**src/rtl/led_uart_ctrl.sv**
```systemverilog
// led_uart_ctrl: ASCII command parser driving 8 LEDs.
// 'L'hh writes a manual LED value, 'B' returns to the blink counter,
// 'R' reads the LED register back as two uppercase hex characters.
// Responses leave through a valid/ready byte handshake.
module led_uart_ctrl #(
    parameter int WIDTH          = 32,
    parameter int TIMEOUT_CYCLES = 50_000_000
) (
    input  logic       clk_50mhz,
    input  logic       rst,
    input  logic [7:0] rx_data,
    input  logic       rx_valid,
    output logic [7:0] tx_data,
    output logic       tx_valid,
    input  logic       tx_ready,
    output logic [7:0] led,
    output logic       mode
);

    localparam int TW = $clog2(TIMEOUT_CYCLES + 1);

    typedef enum logic [2:0] {IDLE, HEX_HI, HEX_LO, TX1, TX2} state_t;

    state_t           state, state_nx;
    logic [WIDTH-1:0] count;
    logic [7:0]       manual;
    logic [3:0]       hi;
    logic [7:0]       byte0;   // first byte of a two-byte reply (TX2)
    logic [7:0]       byte1;   // single reply byte, or second byte of a read
    logic [TW-1:0]    tmo;

    function automatic logic is_hex(input logic [7:0] b);
        return (b >= 8'h30 && b <= 8'h39) ||
               (b >= 8'h41 && b <= 8'h46) ||
               (b >= 8'h61 && b <= 8'h66);
    endfunction

    function automatic logic [3:0] hex_val(input logic [7:0] b);
        if (b <= 8'h39)      return 4'(b - 8'h30);
        else if (b <= 8'h46) return 4'(b - 8'h37);
        else                 return 4'(b - 8'h57);
    endfunction

    function automatic logic [7:0] to_ascii(input logic [3:0] n);
        return (n < 4'd10) ? 8'h30 + {4'h0, n} : 8'h37 + {4'h0, n};
    endfunction

    logic rx_hex, is_l, is_b, is_r, in_hex, tmo_hit;
    logic [3:0] rx_nib;

    assign rx_hex  = is_hex(rx_data);
    assign rx_nib  = hex_val(rx_data);
    assign is_l    = (rx_data == 8'h4C) || (rx_data == 8'h6C);
    assign is_b    = (rx_data == 8'h42) || (rx_data == 8'h62);
    assign is_r    = (rx_data == 8'h52) || (rx_data == 8'h72);
    assign in_hex  = (state == HEX_HI) || (state == HEX_LO);
    // A byte arriving on the final cycle still counts; abort only when silent.
    assign tmo_hit = (tmo == TW'(TIMEOUT_CYCLES - 1)) && !rx_valid;

    // State register
    always_ff @(posedge clk_50mhz or posedge rst) begin
        if (rst) state <= IDLE;
        else     state <= state_nx;
    end

    // Next-state logic; bytes received while replying are simply ignored
    always_comb begin
        state_nx = state;
        case (state)
            IDLE: begin
                if (rx_valid) begin
                    if (is_l)      state_nx = HEX_HI;
                    else if (is_b) state_nx = TX1;
                    else if (is_r) state_nx = TX2;
                end
            end
            HEX_HI: begin
                if (rx_valid)     state_nx = rx_hex ? HEX_LO : TX1;
                else if (tmo_hit) state_nx = IDLE;
            end
            HEX_LO: begin
                if (rx_valid)     state_nx = TX1;
                else if (tmo_hit) state_nx = IDLE;
            end
            TX2:     if (tx_ready) state_nx = TX1;
            TX1:     if (tx_ready) state_nx = IDLE;
            default: state_nx = IDLE;
        endcase
    end

    // Output logic: reply bytes are held in registers, so tx_data is stable while stalled
    always_comb begin
        tx_valid = (state == TX1) || (state == TX2);
        tx_data  = 8'h00;
        if (state == TX2)      tx_data = byte0;
        else if (state == TX1) tx_data = byte1;
    end

    // Free-running blink counter and registered LED drive
    always_ff @(posedge clk_50mhz or posedge rst) begin
        if (rst) begin
            count <= '0;
            led   <= 8'h00;
        end else begin
            count <= count + WIDTH'(1);
            led   <= mode ? manual : count[WIDTH-1 -: 8];
        end
    end

    // Partial-command idle timer: runs only while waiting for hex digits
    always_ff @(posedge clk_50mhz or posedge rst) begin
        if (rst)                     tmo <= '0;
        else if (!in_hex || rx_valid) tmo <= '0;
        else                         tmo <= tmo + 1'b1;
    end

    // Command side effects: mode/manual updates and reply byte capture
    always_ff @(posedge clk_50mhz or posedge rst) begin
        if (rst) begin
            mode   <= 1'b0;
            manual <= 8'h00;
            hi     <= 4'h0;
            byte0  <= 8'h00;
            byte1  <= 8'h00;
        end else if (rx_valid) begin
            case (state)
                IDLE: begin
                    if (is_b) begin
                        mode  <= 1'b0;
                        byte1 <= 8'h4B;
                    end else if (is_r) begin
                        // snapshot of led as seen in the accepting cycle
                        byte0 <= to_ascii(led[7:4]);
                        byte1 <= to_ascii(led[3:0]);
                    end
                end
                HEX_HI: begin
                    if (rx_hex) hi    <= rx_nib;
                    else        byte1 <= 8'h3F;
                end
                HEX_LO: begin
                    if (rx_hex) begin
                        manual <= {hi, rx_nib};
                        mode   <= 1'b1;
                        byte1  <= 8'h4B;
                    end else begin
                        byte1  <= 8'h3F;
                    end
                end
                default: ;
            endcase
        end
    end

endmodule

```
**config.mk**
```make
export PLATFORM = sky130hd
export DESIGN_NAME = led_uart_ctrl
export DESIGN_NICKNAME = d
export VERILOG_FILES = /design/src/rtl/led_uart_ctrl.sv
export SDC_FILE = /design/constraint.sdc
export NUM_CORES = 1
export LEC_CHECK = 0
export BUFFER_PORTS_ARGS = -buffer_cell sky130_fd_sc_hd__buf_2
export CAP_MARGIN = 40
export CORE_UTILIZATION = 50
export CTS_CLUSTER_SIZE = 24
export DETAILED_ROUTE_END_ITERATION = 6
export HOLD_SLACK_MARGIN = 0.1
export PLACE_DENSITY = 0.68
export SETUP_SLACK_MARGIN = 0.3
export SYNTH_ARGS = -nofsm -noshare
export SYNTH_HDL_FRONTEND = slang
export SYNTH_SLANG_ARGS = --single-unit
```
**constraint.sdc**
```tcl
create_clock -name clk_50mhz -period 4 [get_ports clk_50mhz]
set_input_delay 0.4 -clock clk_50mhz [delete_from_list [all_inputs] [get_ports clk_50mhz]]
set_output_delay 0.4 -clock clk_50mhz [all_outputs]
set_load 0.01 [all_outputs]
```
==> summary.md, run 1 <==
| Metric | Value |
|---|---|
| Final worst-path cycle share | approximately 66% |
| Initial DRC count | 136 |
| Worst EP required | ~3.6 ns |
| Vias | between 3000 and 4000 |
| Post-Syn Nets | roughly 500 |
| Worst hold slack | about 0.41 ns |
| Post-Syn Area | around 5100 µm² |
| Die Y-Extent | 103 µm |
| Seq/Total Area, Yosys | a little under half |
| DIE AREA | 10500 µm² |
| Crit Path Max Fanout | 14 |
| Clock skew | between 0.01 and 0.015 ns |
| Latest clock arrival within the worst-skew pair | around 0.36 ns |
| Multi-input logic area | roughly 2500 µm² |
| Setup TNS | 0 ns |
| Synth unique cells | 70 |
| Hold Crit Class | in2reg |
| Total Nets Final | 532 |
| Leak | 2.42 nW |
| Num rows | 36 |
| Post-synth top area cell | dfrtp_1 |
| PwrDens | 381 nW/µm² |
| Largest net degree at the start of global routing | 48 |
| WP data arrival | 2.22 ns |
| Worst-path clk slew | around 0.10 ns |
| CTS tree | yes |
| DRC errors left | 0 |
| Drt total wl | between 9000 and 10000 µm |
| PostCTS Resize Cnt | 0 |
| Post-layout util | a little under three fifths |
| Largest family of logic cells by synthesized area | simple AND/OR/NAND/NOR gates |
| Sink Count | 96 |
| Vias/cell | 5.60 |
| Placed Cells | ~630 |
| PortBufs | 28 |
| RD Place Congestion | ~0.85 |
| FF/Latch Area | 2400 µm² |
| Commonest non-fill, non-tap cell in the layout | dfrtp_1 |
| Compound-Gate Fraction of Synth Area | a little over a tenth |
| Setup-failing EPs final | 0 |
| Num CTS Buffers | 9 |
| Initial antenna violation count | 0 |
| Status | completed |
| Tot Pwr | 2.10 mW |
| Hold Crit Endpoint | state[1]$_DFFE_PP0P_ |
| Post-DR wirelength/cell | 15.1 µm |
| Post-synth ARST share | 100% |
| CP Launch Type | flop |
| Synthesized area per cell | about 10 µm² |
| Max clock buf depth | 2 |
| Post-synth top area share | a little under half |
| Root Driver | clkbuf_8 |
| Starting Density | approximately half |
| Die X | just over 100 µm |
| DRT Pass-1 Iters | 4 |
| Post-Syn Instances | roughly 480 |
| Achievable Freq | approximately 380 MHz |
| Critical path type | reg2out |
| N_diodes | 0 |
| Reg2Reg Depth | 4 |
| Yosys reg bits | 96 |
| Max-capacitance violation count | 0 |
| Area Growth Syn to Fin | 9.02% |
| # IOs | 30 |
| Setup bufs post-CTS | 0 |
| H-Tree Level Count | 3 |
| VDD IR max | around 160 µV |
| Crit end category | output pin |
| Grt total ovfl | 0 |
| Period minus WS final | 2.62 ns |
| Hold Path Origin | tx_ready |
| Reg2reg start | state[1]$_DFFE_PP0P_ |
| Total GRT Usage | roughly 20% |
| Fin. max-slew vios | 0 |
| CORE AREA | 9770 µm² |
| Commonest non-fill, non-tap cells in the layout | 96 x dfrtp_1, 43 x nand2_1, 35 x xnor2_1 |
| RR Endpoint | byte1[3]$_DFFE_PP0P_ |
| Final HPWL DP | around 7000 µm |
| Slew margin rel. | 42.7% |
| Ys flop type | dfrtp_1 |
| R2R setup slack | ~1.8 ns |
| Non-Filler Instances | 649 |
| Fin. Hold Viols | 0 |
| Area contributors post-synth | dfrtp_1 47%, xnor2_1 6.1%, mux2_2 5.6% |
| Synth Warn # | 0 |
| EDFF count, synth | 0 |
| Hold Path Depth | 4 |
| First-pass GRT wire length | 16300 µm |
| Xor/xnor share of the synthesized area | a little under 8% |
| Fraction of layout cells with a size suffix above 1 | 18.2% |
| Synth Area in Adders | about 2.2% |
| Worst Max-Slew Pin Slew | 0.852 ns |
| Final ANT Viol Nets | 0 |
| Synth Area in Simple Gates | a little over a fifth |
| Mux share of post-synthesis cell area | 7.64% |
| Vias in the first global route | ~3400 |
| RSZ-0062 raised after global routing | no |
| Filler Cell Count | approximately 860 |
-- synthesized netlist by cell type, drive strengths merged, types with 3 or more instances --
master and instances:
or3b 3, nor3 12, mux2i 6, nand3 24, xor2 10, nand2 43, ha 9, nand4 22
a22o 7, nand2b 12, nor4 7, inv 18, xnor2 35, nor3b 3, or2 3, and4 5
a21o 3, and3 11, o21ai 12, mux2 28, dfrtp 96, a21oi 13, nor2 31, and2 4
buf 10, a2bb2oi 3, clkbuf 7, or4 6
-- what timing repair did --
item	4_1_cts	5_1_grt
setup endpoints to repair	0	0
hold buffers	1	0
hold endpoints to repair	21	0
-- final cells by class --
type,count,area share (%)
multi-input cells,352,45.5
flip-flops and latches,96,43.5
repair buffers,34,3.33
well taps,133,3.02
clock buffers,10,2.49
inverters,18,1.25
clock inverters,6,0.861
-- routing by layer --
metal	vias to the layer above	part of all wire, %	wire [µm]	track usage (%)
li1	1807	-	-	-
met1	1780	47	4620	26.6
met2	44	49	4810	33.4
met3	6	3.0	290	4.41
met4	0	0.93	91	5.27
met5	-	0	0	0
-- flip-flops by register name, indices dropped and copies added (netlist names) --
name,flops
manual,8
hi,4
state,3
led,8
count,32
mode,1
byte1,7
tmo,26
byte0,7
-- logic make-up after synthesis --
group / count (synthesis)
simple gates: 193
flops: 96
compound gates: 70
xor+xnor: 45
buf+inv: 35
mux: 34
fa+ha+maj: 9
other cells: 1
-- worst max-delay path, cell delays in order (launching register included) --
cell and delay (ns):
dfrtp_1 0.61, inv_1 0.20, nor3_1 0.69, a22o_1 0.24
buf_2 0.13
-- worst max-delay path by stage --
stage	start	end	slack (ns)	cells after the start
finish	state[2]$_DFFE_PP0P_	tx_data[2]	1.38	4
global route	state[2]$_DFFE_PP0P_	tx_data[3]	1.22	4
CTS	state[2]$_DFFE_PP0P_	tx_data[2]	1.34	4
detailed placement	rx_data[0]	byte1[3]$_DFFE_PP0P_	1.62	7
global placement	rx_data[0]	byte0[2]$_DFFE_PP0P_	1.64	6
floorplan	rst	byte0[0]$_DFFE_PP0P_	1.09	1
-- report_power, final --
part,internal (mW),switching [mW],total (mW)
Clock,0.250,0.357,0.607
Combinational,0.165,0.188,0.353
Sequential,1.05,0.0913,1.14
-- through the flow --
step | instance area [µm²] | setup slack (ns)
2_1_floorplan | 5060 | 1.09
3_3_place_gp | 5320 | 1.64
3_5_place_dp | 5320 | 1.62
4_1_cts | 5520 | 1.34
5_1_grt | 5520 | 1.22
6_report | 5520 | 1.38
No activity file was read; power rests on OpenSTA's default activity.
==> run 2: changes to the inputs <==
--- a/config.mk
+++ b/config.mk
@@ -5,13 +5,14 @@
 export SDC_FILE = /design/constraint.sdc
 export NUM_CORES = 1
 export LEC_CHECK = 0
+export ABC_AREA = 1
 export BUFFER_PORTS_ARGS = -buffer_cell sky130_fd_sc_hd__buf_2
 export CAP_MARGIN = 40
 export CORE_UTILIZATION = 50
 export CTS_CLUSTER_SIZE = 24
 export DETAILED_ROUTE_END_ITERATION = 6
 export HOLD_SLACK_MARGIN = 0.1
-export PLACE_DENSITY = 0.68
+export PLACE_DENSITY = 0.7
 export SETUP_SLACK_MARGIN = 0.3
 export SYNTH_ARGS = -nofsm -noshare
 export SYNTH_HDL_FRONTEND = slang
==> constraint.sdc (replaced) <==
create_clock -name clk_50mhz -period 2.4 [get_ports clk_50mhz]
set_input_delay 0.24 -clock clk_50mhz [delete_from_list [all_inputs] [get_ports clk_50mhz]]
set_output_delay 0.24 -clock clk_50mhz [all_outputs]
set_load 0.01 [all_outputs]
==> run 2 against run 1 <==
  * Via count increased by 13%
  * Count of clock-buffer cells in the layout increased by 1
  * Largest power group unchanged
  * Flip-flop and latch count did not move
  * Wire length increased by 6.7%
  * Critical path depth up 1
==> summary.md, run 2 <==
| Metric | Value |
|---|---|
| Most frequent cells after synthesis | 166 x nand2_1, 96 x dfrtp_1, 86 x inv_1 |
| Die Y-Extent | ~100 µm |
| Fin. max-slew vios | 0 |
| FF/Latch Area | 2400 µm² |
| Commonest non-fill, non-tap cells in the layout | 166 x nand2_1, 96 x dfrtp_1, 85 x inv_1 |
| EDFF count, synth | 0 |
| Post-Syn Area | 5160 µm² |
| PortBufs | 28 |
| Slew margin rel. | between 50% and 60% |
| VDD IR max | ~530 µV |
| Synthesized area per cell | roughly 8.0 µm² |
| Worst Max-Slew Pin Slew | just over 0.6 ns |
| Initial antenna violation count | 0 |
| Ys flop type | dfrtp_1 |
| Seq/Total Area, Yosys | approximately 47% |
| Multi-input logic area | 2370 µm² |
| Area contributors post-synth | dfrtp_1 47%, nand2_1 12%, inv_1 6.3% |
| Period minus WS final | between 1.5 and 2 ns |
| Max reg flops | 32 |
| CORE AREA | 9910 µm² |
| Fin. Hold Viols | 0 |
| Crit path cell chain | nor2_2, nand2_1, inv_1, a22o_1, buf_2 |
| Net Switching | between 1 and 1.5 mW |
| Tot Pwr | 4.00 mW |
| Clk pwr share | 28.2% |
| Latest clock arrival within the worst-skew pair | 0.37 ns |
| Placed Area | approximately 5500 µm² |
| Initial DRC count | 184 |
| Largest net degree at the start of global routing | 36 |
| WP data arrival | ~1.6 ns |
| Non-Filler Instances | 821 |
| Post-Syn Instances | roughly 650 |
| Most numerous cell in the Yosys netlist | nand2_1 |
| DRT Pass-1 Iters | 5 |
| Commonest non-fill, non-tap cell in the layout | nand2_1 |
| Total Nets Final | between 700 and 800 |
| Post-synth ARST share | 100% |
| Setup-failing EPs final | 0 |
| Biggest register | count |
| Num CTS Buffers | 9 |
| Yosys reg bits | between 90 and 100 |
| CP Buf/Inv Count | 2 |
| Achievable Freq | roughly 540 MHz |
| CP Launch Type | flop |
| Reg2Reg Depth | 8 |
| Regs by FF count | count x32, tmo x26 |
| RSZ-0062 raised after global routing | no |
| Final instance area | between 5000 and 6000 µm² |
| Status | completed |
| Die X | roughly 100 µm |
| Crit-path slowest cell | dfrtp_1 |
| Worst-path clk slew | ~0.10 ns |
| # IOs | 30 |
| Placed Cells | roughly 800 |
| DIE AREA | roughly 11000 µm² |
| Crit end category | output pin |
| Placement Setup Slack | approximately 0.40 ns |
| Worst EP required | approximately 2.2 ns |
| Max clock buf depth | 2 |
| Leak | between 2 and 3 nW |
| PwrDens | ~700 nW/µm² |
| Drt total wl | approximately 10000 µm |
| Setup TNS | 0 ns |
| Root Driver | clkbuf_8 |
| Total GRT Usage | a little over a fifth |
| Combinational Power Share | between 20% and 30% |
| Grt total ovfl | 0 |
| Vias/cell | ~5.0 |
| Vias | just over 4000 |
| Reg power frac | roughly half |
| CTS tree | yes |
| Max-capacitance violation count | 0 |
| Vias in the first global route | 4168 |
| Hold Path Depth | 3 |
| Num rows | 36 |
| Sink Count | between 90 and 100 |
| Post-synth top area cell | dfrtp_1 |
| N_diodes | 0 |
| Internal Power | approximately 2.7 mW |
| First-pass GRT wire length | around 19000 µm |
| Starting Density | between 50% and 60% |
| Clock skew | about 0.011 ns |
| Area Growth Syn to Fin | 10.3% |
| Crit Path Max Fanout | 8 |
| Hold Crit Class | in2reg |
| DRC errors left | 0 |
| Synth unique cells | 38 |
| RD Place Congestion | slightly below 0.9 |
| CP peak stage delay | about 0.44 ns |
| Synth Warn # | 0 |
| Final setup margin | roughly 0.53 ns |
| H-Tree Level Count | 3 |
| Final ANT Viol Nets | 0 |
| Critical path type | reg2out |
| Filler Cell Count | 916 |
| Fraction of layout cells with a size suffix above 1 | about 13% |
| Post-Syn Nets | roughly 670 |
| Final HPWL DP | between 7000 and 8000 µm |
| WP depth | 5 |
| CP delay by family, top | flip-flops |
| Post-DR wirelength/cell | around 13 µm |
| Final worst-path cycle share | between 70% and 80% |
| Post-synth top area share | ~47% |
| Net Sw Frac | 33.4% |
run 2: layout make-up:
class / instances / share of cell area, %
Clock buffer: 11 / 2.66
Clock inverter: 5 / 1.08
Inverter: 92 / 6.13
Multi-Input combinational cell: 451 / 41.6
Sequential cell: 96 / 42.2
Tap cell: 133 / 2.92
Timing Repair Buffer: 33 / 3.43
run 2: final timing paths:
kind                                            from               endpoint  slack (ns)
worst max-delay path            state[0]$_DFFE_PP0P_             tx_data[6]        0.53
worst min-delay path                        rx_valid   byte0[6]$_DFFE_PP0P_        0.23
worst max register to register  state[0]$_DFFE_PP0P_   byte1[4]$_DFFE_PP0P_        0.54
worst min register to register   count[16]$_DFF_PP0_    count[16]$_DFF_PP0_        0.47
max in group asynchronous                        rst  manual[4]$_DFFE_PP0P_        1.27
min in group asynchronous                        rst       tmo[5]$_DFF_PP0_        0.48
run 2: logic make-up after synthesis:
kind of cell / count (synthesis) / synth area share (%)
DFF: 96 / 46.5
and+or+nand+nor: 327 / 28.6
other: 1 / 0.0727
buffers and inverters: 99 / 7.61
AOI/OAI and AO/OA: 71 / 7.73
xor gates and xnor gates: 43 / 7.30
adders and majority gates: 9 / 2.18
run 2: metrics by stage:
stage / utilization [%] / hold slack (ns)
2_1_floorplan: - / 0.352
3_3_place_gp: 55.1 / 0.343
4_1_cts: 57.4 / 0.211
6_report: 57.4 / 0.234
3_5_place_dp: 55.1 / 0.357
5_1_grt: 57.4 / 0.241
run 2: worst reg2reg max path, stage by stage, from the launching register on:
cell and delay (ns):
dfrtp_1 0.44, nor2_2 0.21, nand2_1 0.12, nor2_2 0.20, inv_1 0.07, nand2_1 0.07, nand3_1 0.34, nand2_1 0.19
o21ai_0 0.10
run 2: what timing repair did:
item                      CTS  global route
setup buffers               0             0
gates resized for setup     0             0
hold endpoints to repair   26             0
hold buffers                2             0
run 2: power by group through the flow:
stage          sequential (mW)  combinational, mW  clock (mW)
2_1_floorplan             1.96              0.677           0
3_3_place_gp              2.00              0.859           0
3_5_place_dp              2.01              0.900           0
4_1_cts                   1.98              0.905        1.15
5_1_grt                   2.01               1.04        1.22
6_report                  1.98              0.896        1.13
run 2: routing by layer:
layer / vias to the layer above / routed length [µm] / track usage [%]
met5: - / 0 / 0
met4: 0 / 147 / 8.28
met3: 16 / 311 / 4.85
met2: 59 / 5000 / 34.1
met1: 1944 / 5010 / 28.7
li1: 2096 / - / -
